$ cat src/rtl/if_fetch_unit_pkg.sv
`timescale 1ns/1ps
`default_nettype none
// ============================================================================
// Module      : if_fetch_unit_pkg
// Description : Shared types and default constants for the fetch unit:
//               fetch FSM state encoding, reset PC and the NOP word.
// Revision    : 1.0 - initial release
// ============================================================================
package if_fetch_unit_pkg;

    // Fetch FSM: issue request, wait for response, hold instruction for IF/ID
    typedef enum logic [1:0] {
        S_REQ  = 2'd0,
        S_WAIT = 2'd1,
        S_OUT  = 2'd2
    } fetch_state_e;

    // Default PC loaded on reset
    localparam logic [31:0] DEF_RESET_PC  = 32'h0000_0000;

    // addi x0, x0, 0 - presented to IF/ID whenever no instruction is valid
    localparam logic [31:0] DEF_NOP_INSTR = 32'h0000_0013;

endpackage : if_fetch_unit_pkg
`default_nettype wire

$ cat src/rtl/if_fetch_unit.sv
`timescale 1ns/1ps
`default_nettype none
// ============================================================================
// Module      : if_fetch_unit
// Description : Fetch stage. Holds the architectural fetch PC, issues one
//               instruction-memory request at a time over a valid/ready
//               request / valid response interface, and presents the fetched
//               word to the IF/ID register. Handles hazard stalls and
//               control-flow redirects; responses made stale by a redirect
//               are discarded via a drop flag.
// Revision    : 1.0 - initial release
// ============================================================================
module if_fetch_unit
    import if_fetch_unit_pkg::*;
#(
    parameter logic [31:0] RESET_PC  = DEF_RESET_PC,
    parameter logic [31:0] NOP_INSTR = DEF_NOP_INSTR
) (
    input  logic        CPU_CLK,
    input  logic        CPU_RST,
    input  logic [31:0] PC_In,
    input  logic        Redirect,
    input  logic        StallF,
    output logic [31:0] PCF,
    output logic        imem_req_valid,
    output logic [31:0] imem_req_addr,
    input  logic        imem_req_ready,
    input  logic        imem_rsp_valid,
    input  logic [31:0] imem_rsp_data,
    output logic [31:0] InstrF,
    output logic        InstrF_valid,
    output logic [31:0] InstrF_pc,
    output logic        FetchBusy
);

    fetch_state_e state_q;
    logic [31:0]  pcf_q;
    logic [31:0]  req_addr_q;
    logic         drop_q;
    logic [31:0]  instr_q;
    logic [31:0]  instr_pc_q;
    logic         instr_valid_q;

    // Fetch FSM: PC, request address, drop flag and IF/ID outputs all registered here
    always_ff @(posedge CPU_CLK) begin
        if (CPU_RST) begin
            state_q       <= S_REQ;
            pcf_q         <= RESET_PC;
            req_addr_q    <= RESET_PC;
            drop_q        <= 1'b0;
            instr_q       <= NOP_INSTR;
            instr_pc_q    <= '0;
            instr_valid_q <= 1'b0;
        end else begin
            // A redirect always retargets the architectural PC, whatever the state
            if (Redirect) begin
                pcf_q <= PC_In;
            end

            case (state_q)
                S_REQ: begin
                    // The request in flight keeps its old address; a redirect
                    // only marks its eventual response as stale.
                    if (Redirect) begin
                        drop_q <= 1'b1;
                    end
                    if (imem_req_ready) begin
                        state_q <= S_WAIT;
                    end
                end

                S_WAIT: begin
                    if (imem_rsp_valid) begin
                        if (Redirect || drop_q) begin
                            // Stale response: refetch from the current target.
                            // On a coincident redirect PCF is being loaded this
                            // same edge, so take the target straight from PC_In.
                            drop_q     <= 1'b0;
                            req_addr_q <= Redirect ? PC_In : pcf_q;
                            state_q    <= S_REQ;
                        end else begin
                            instr_q       <= imem_rsp_data;
                            instr_pc_q    <= req_addr_q;
                            instr_valid_q <= 1'b1;
                            state_q       <= S_OUT;
                        end
                    end else if (Redirect) begin
                        drop_q <= 1'b1;
                    end
                end

                S_OUT: begin
                    // Redirect dominates the stall; either way the next fetch
                    // goes to PC_In (the NPC generator supplies PCF+4 when sequential).
                    if (Redirect || !StallF) begin
                        pcf_q         <= PC_In;
                        req_addr_q    <= PC_In;
                        instr_q       <= NOP_INSTR;
                        instr_valid_q <= 1'b0;
                        state_q       <= S_REQ;
                    end
                end

                default: begin
                    state_q <= S_REQ;
                end
            endcase
        end
    end

    // Request is held off while reset is asserted so nothing is accepted in the reset cycle
    assign imem_req_valid = (state_q == S_REQ) && !CPU_RST;
    assign imem_req_addr  = req_addr_q;
    assign PCF            = pcf_q;
    assign InstrF         = instr_q;
    assign InstrF_pc      = instr_pc_q;
    assign InstrF_valid   = instr_valid_q;
    assign FetchBusy      = (state_q == S_REQ) || (state_q == S_WAIT);

endmodule : if_fetch_unit
`default_nettype wire

$ cat config.mk
export PLATFORM = sky130hd
export DESIGN_NAME = if_fetch_unit
export DESIGN_NICKNAME = d
export VERILOG_FILES = /design/src/rtl/if_fetch_unit_pkg.sv /design/src/rtl/if_fetch_unit.sv
export SDC_FILE = /design/constraint.sdc
export NUM_CORES = 1
export LEC_CHECK = 0
export CAP_MARGIN = 10
export CORE_MARGIN = 3
export CORE_UTILIZATION = 50
export DETAILED_ROUTE_END_ITERATION = 10
export PLACE_DENSITY = 0.84
export REMOVE_ABC_BUFFERS = 1
export SKIP_CTS_REPAIR_TIMING = 1
export SLEW_MARGIN = 20
export SYNTH_ARGS = -nofsm -noshare
export SYNTH_HDL_FRONTEND = slang
export SYNTH_SLANG_ARGS = --single-unit
$ cat constraint.sdc
create_clock -name CPU_CLK -period 3.45 [get_ports CPU_CLK]
set_input_delay 0.5175 -clock CPU_CLK [delete_from_list [all_inputs] [get_ports CPU_CLK]]
set_output_delay 0.5175 -clock CPU_CLK [all_outputs]
set_load 0.01 [all_outputs]
==> results.toml <==
[sta]
hold_viol_final = 0
worst_pin_slew_ps = 1018
fin_skew_ps = 6.236
setup_viol = 0
hold_slack_ps = 451.9
min_period_over_period_pct = 69.10
setup_slack_ps = 1066
max_freq_ghz = 0.4195
maxSlewViolCount = 0
fin_crit_ps = 2384
rsz0062_at_grt = "false"
slew_headroom_pct = 32.12

[placed_design]
numPortBuffers = 200
dp_hpwl_um = 11960
dp_slack_ps = 822.6
globalplace.congestion = 0.8010

[synth]
ys_types = 33
yosysSeqAreaShare_pct = 42.22
netlist_instances = 655
synth.avg_cell_area_sq_um = 9.555
netlist.area_leader.share_pct = 42.22
synth.most_common_cell = "dfxtp_1"
synth_edf_count = 0
yosys_warnings = 0
async_flop_share_pct = 0
synthTopCellsByArea = "dfxtp_1, mux2i_1, nand3_1"
netlist.top_cell.by_area = "dfxtp_1"
ys_ff_latch = 132
ys.flop_type = "dfxtp_1"
syn_area_sq_um = 6259
synthTopCellsByCount = "dfxtp_1, nand3_1, mux2i_1"

[worst_setup_path]
crit_path_start_kind = "flip-flop"
cp_slowest_cell = "clkdlybuf4s50_1"
slowest_delay_ps = 640
cp_max_fo = 19
path_buf_inv = 2
crit_family = "buffers and inverters"
crit_required_ps = 2930
crit_chain = "inv_2 > clkdlybuf4s50_1"
crit_arrival_ps = 1870
cp-end-kind = "output pin"
rrSetupSlack_ps = 1230
crit_type = "flip-flop to output pin"

[grt]
overflow = 0
grt.total_usage_pct = 26.81
grt_pass1_wl_um = 30490
grt_pass1_vias = 5855
grt_max_degree = 97
antenna_found_initial = 1

[power]
power_leakage_nw = 2.737
seq_power_share_pct = 41.4
swShare_pct = 24.20
p_comb_share_pct = 13.0
p_per_area_nw_per_um2 = 454.0
p_sw_mw = 0.9536
p_int_mw = 2.987
p_clk_share_pct = 45.5
vdd_drop_max_uv = 330.4

[drt]
dr.first_iter.drc_count = 560
antenna_left = 0
drc = 0
wl_um = 18750
avgViaCountPerCell = 6.024
avgRoutedWirePerCell_um = 19.11
dr.pass1.iters = 5
num_vias = 5910

[cts]
clkTransAtPathRegs_ps = 50
cts_buffers = 17
cts_tree = "done"
clockBufferDepth = 2
htree_levels = 4
clk_latency_ps = 410
cts_sinks = 132
root_buffer = "clkbuf_16"

[floorplanning]
rows = 40
die-width_um = 117.9
die_area_sq_um = 13900
ios = 201
die_height_um = 117.9
core_sq_um = 12110
initial_core_util_pct = 51.67

[hold_path]
hp-class = "flip-flop to flip-flop"

[cells_and_area]
layout.nets = 871
fill_cells = 915
drive_above_1_share_pct = 12.67
diodes = 0
area_delta_synth_final_pct = 38.70

[run]
maxCapViolCount = 0

[run_status]
status = "complete, no violations"
through the flow:
step | power, mW | TNS [ps] | area (sq um) | util (%) | instances
CTS | 3.956 | 0 | 8681 | 71.67 | 981
global route | 4.067 | 0 | 8681 | 71.67 | 981
detailed placement | 2.171 | 0 | 8098 | 66.86 | 950
finish | 3.941 | 0 | 8681 | 71.67 | 981
global placement | 2.154 | 0 | 8098 | 66.86 | 950
floorplan | 1.889 | -46140 | 5762 | - | 570
power groups by stage:
stage | logic, mW | clock network, mW | registers [mW]
6_report | 0.513 | 1.79 | 1.63
5_1_grt | 0.549 | 1.88 | 1.64
4_1_cts | 0.513 | 1.81 | 1.63
3_5_place_dp | 0.509 | 0 | 1.66
3_3_place_gp | 0.494 | 0 | 1.66
2_1_floorplan | 0.213 | 0 | 1.68
layout make-up:
type | count | area, sq um | share of cell area (%)
clock buffer | 21 | 450.4 | 5.189
clock inverter | 10 | 132.6 | 1.528
inverter | 4 | 17.52 | 0.2018
multi-input combinational | 434 | 3131 | 36.06
sequential | 132 | 2643 | 30.44
tap | 168 | 210.2 | 2.421
timing repair buffer | 212 | 2097 | 24.16
flip-flops by register name, summed over array words and instances (netlist names):
register,flops
state_q,2
PCF,32
InstrF_pc,32
imem_req_addr,32
InstrF_valid,1
InstrF,32
drop_q,1
cells by family after synthesis:
kind of cell	Yosys count	share of synthesized area, %
flip-flops	132	42.22
AO/OA/AOI/OAI	198	26.47
AND/OR/NAND/NOR	171	12.73
buffers and inverters	89	8.177
multiplexers	65	10.40
layer usage:
metal | global-route usage (%) | share of wire, % | vias up
met5 | 0 | 0.096 | -
met4 | 11.28 | 2.1 | 2
met3 | 8.217 | 8.1 | 34
met2 | 43.91 | 48 | 305
met1 | 32.73 | 41 | 2830
li1 | - | - | 2739
worst reg2reg max path: cells and delay by family, from the launching register on:
family             cells  cell delay (ps)
AOI/OAI and AO/OA      3             1450
DFF                    1              620
cell usage in the layout, fill, tap and decap left out, types with 2 or more instances in the layout:
cell             netlist  final
nand3_1               93     93
a311oi_2              29     29
clkbuf_16              0     17
a21oi_1               33     33
a221oi_1              12     12
clkinvlp_4             0      3
buf_4                  5     12
nor3_1                 6      6
bufinv_16              0      3
clkinv_2               0      4
dfxtp_1              132    132
o21ai_1                6      6
clkdlybuf4s50_1        0    198
a211oi_1               3      3
a311oi_1               4      4
o21ai_0               58     58
mux2i_1               65     65
a221oi_2              20     20
o211ai_1              29     29
nand2_1               64     64
clkbuf_1              36      3
inv_2                  1      2
worst paths after layout:
kind | from | to | depth (start not counted)
setup / recovery | state_q[1] | FetchBusy | 2
hold / removal | InstrF_pc[10] | InstrF_pc[10] | 2
setup reg to reg | state_q[0] | imem_req_addr[1] | 3
hold reg to reg | InstrF_pc[10] | InstrF_pc[10] | 2
(Power assumes the default switching activity.)
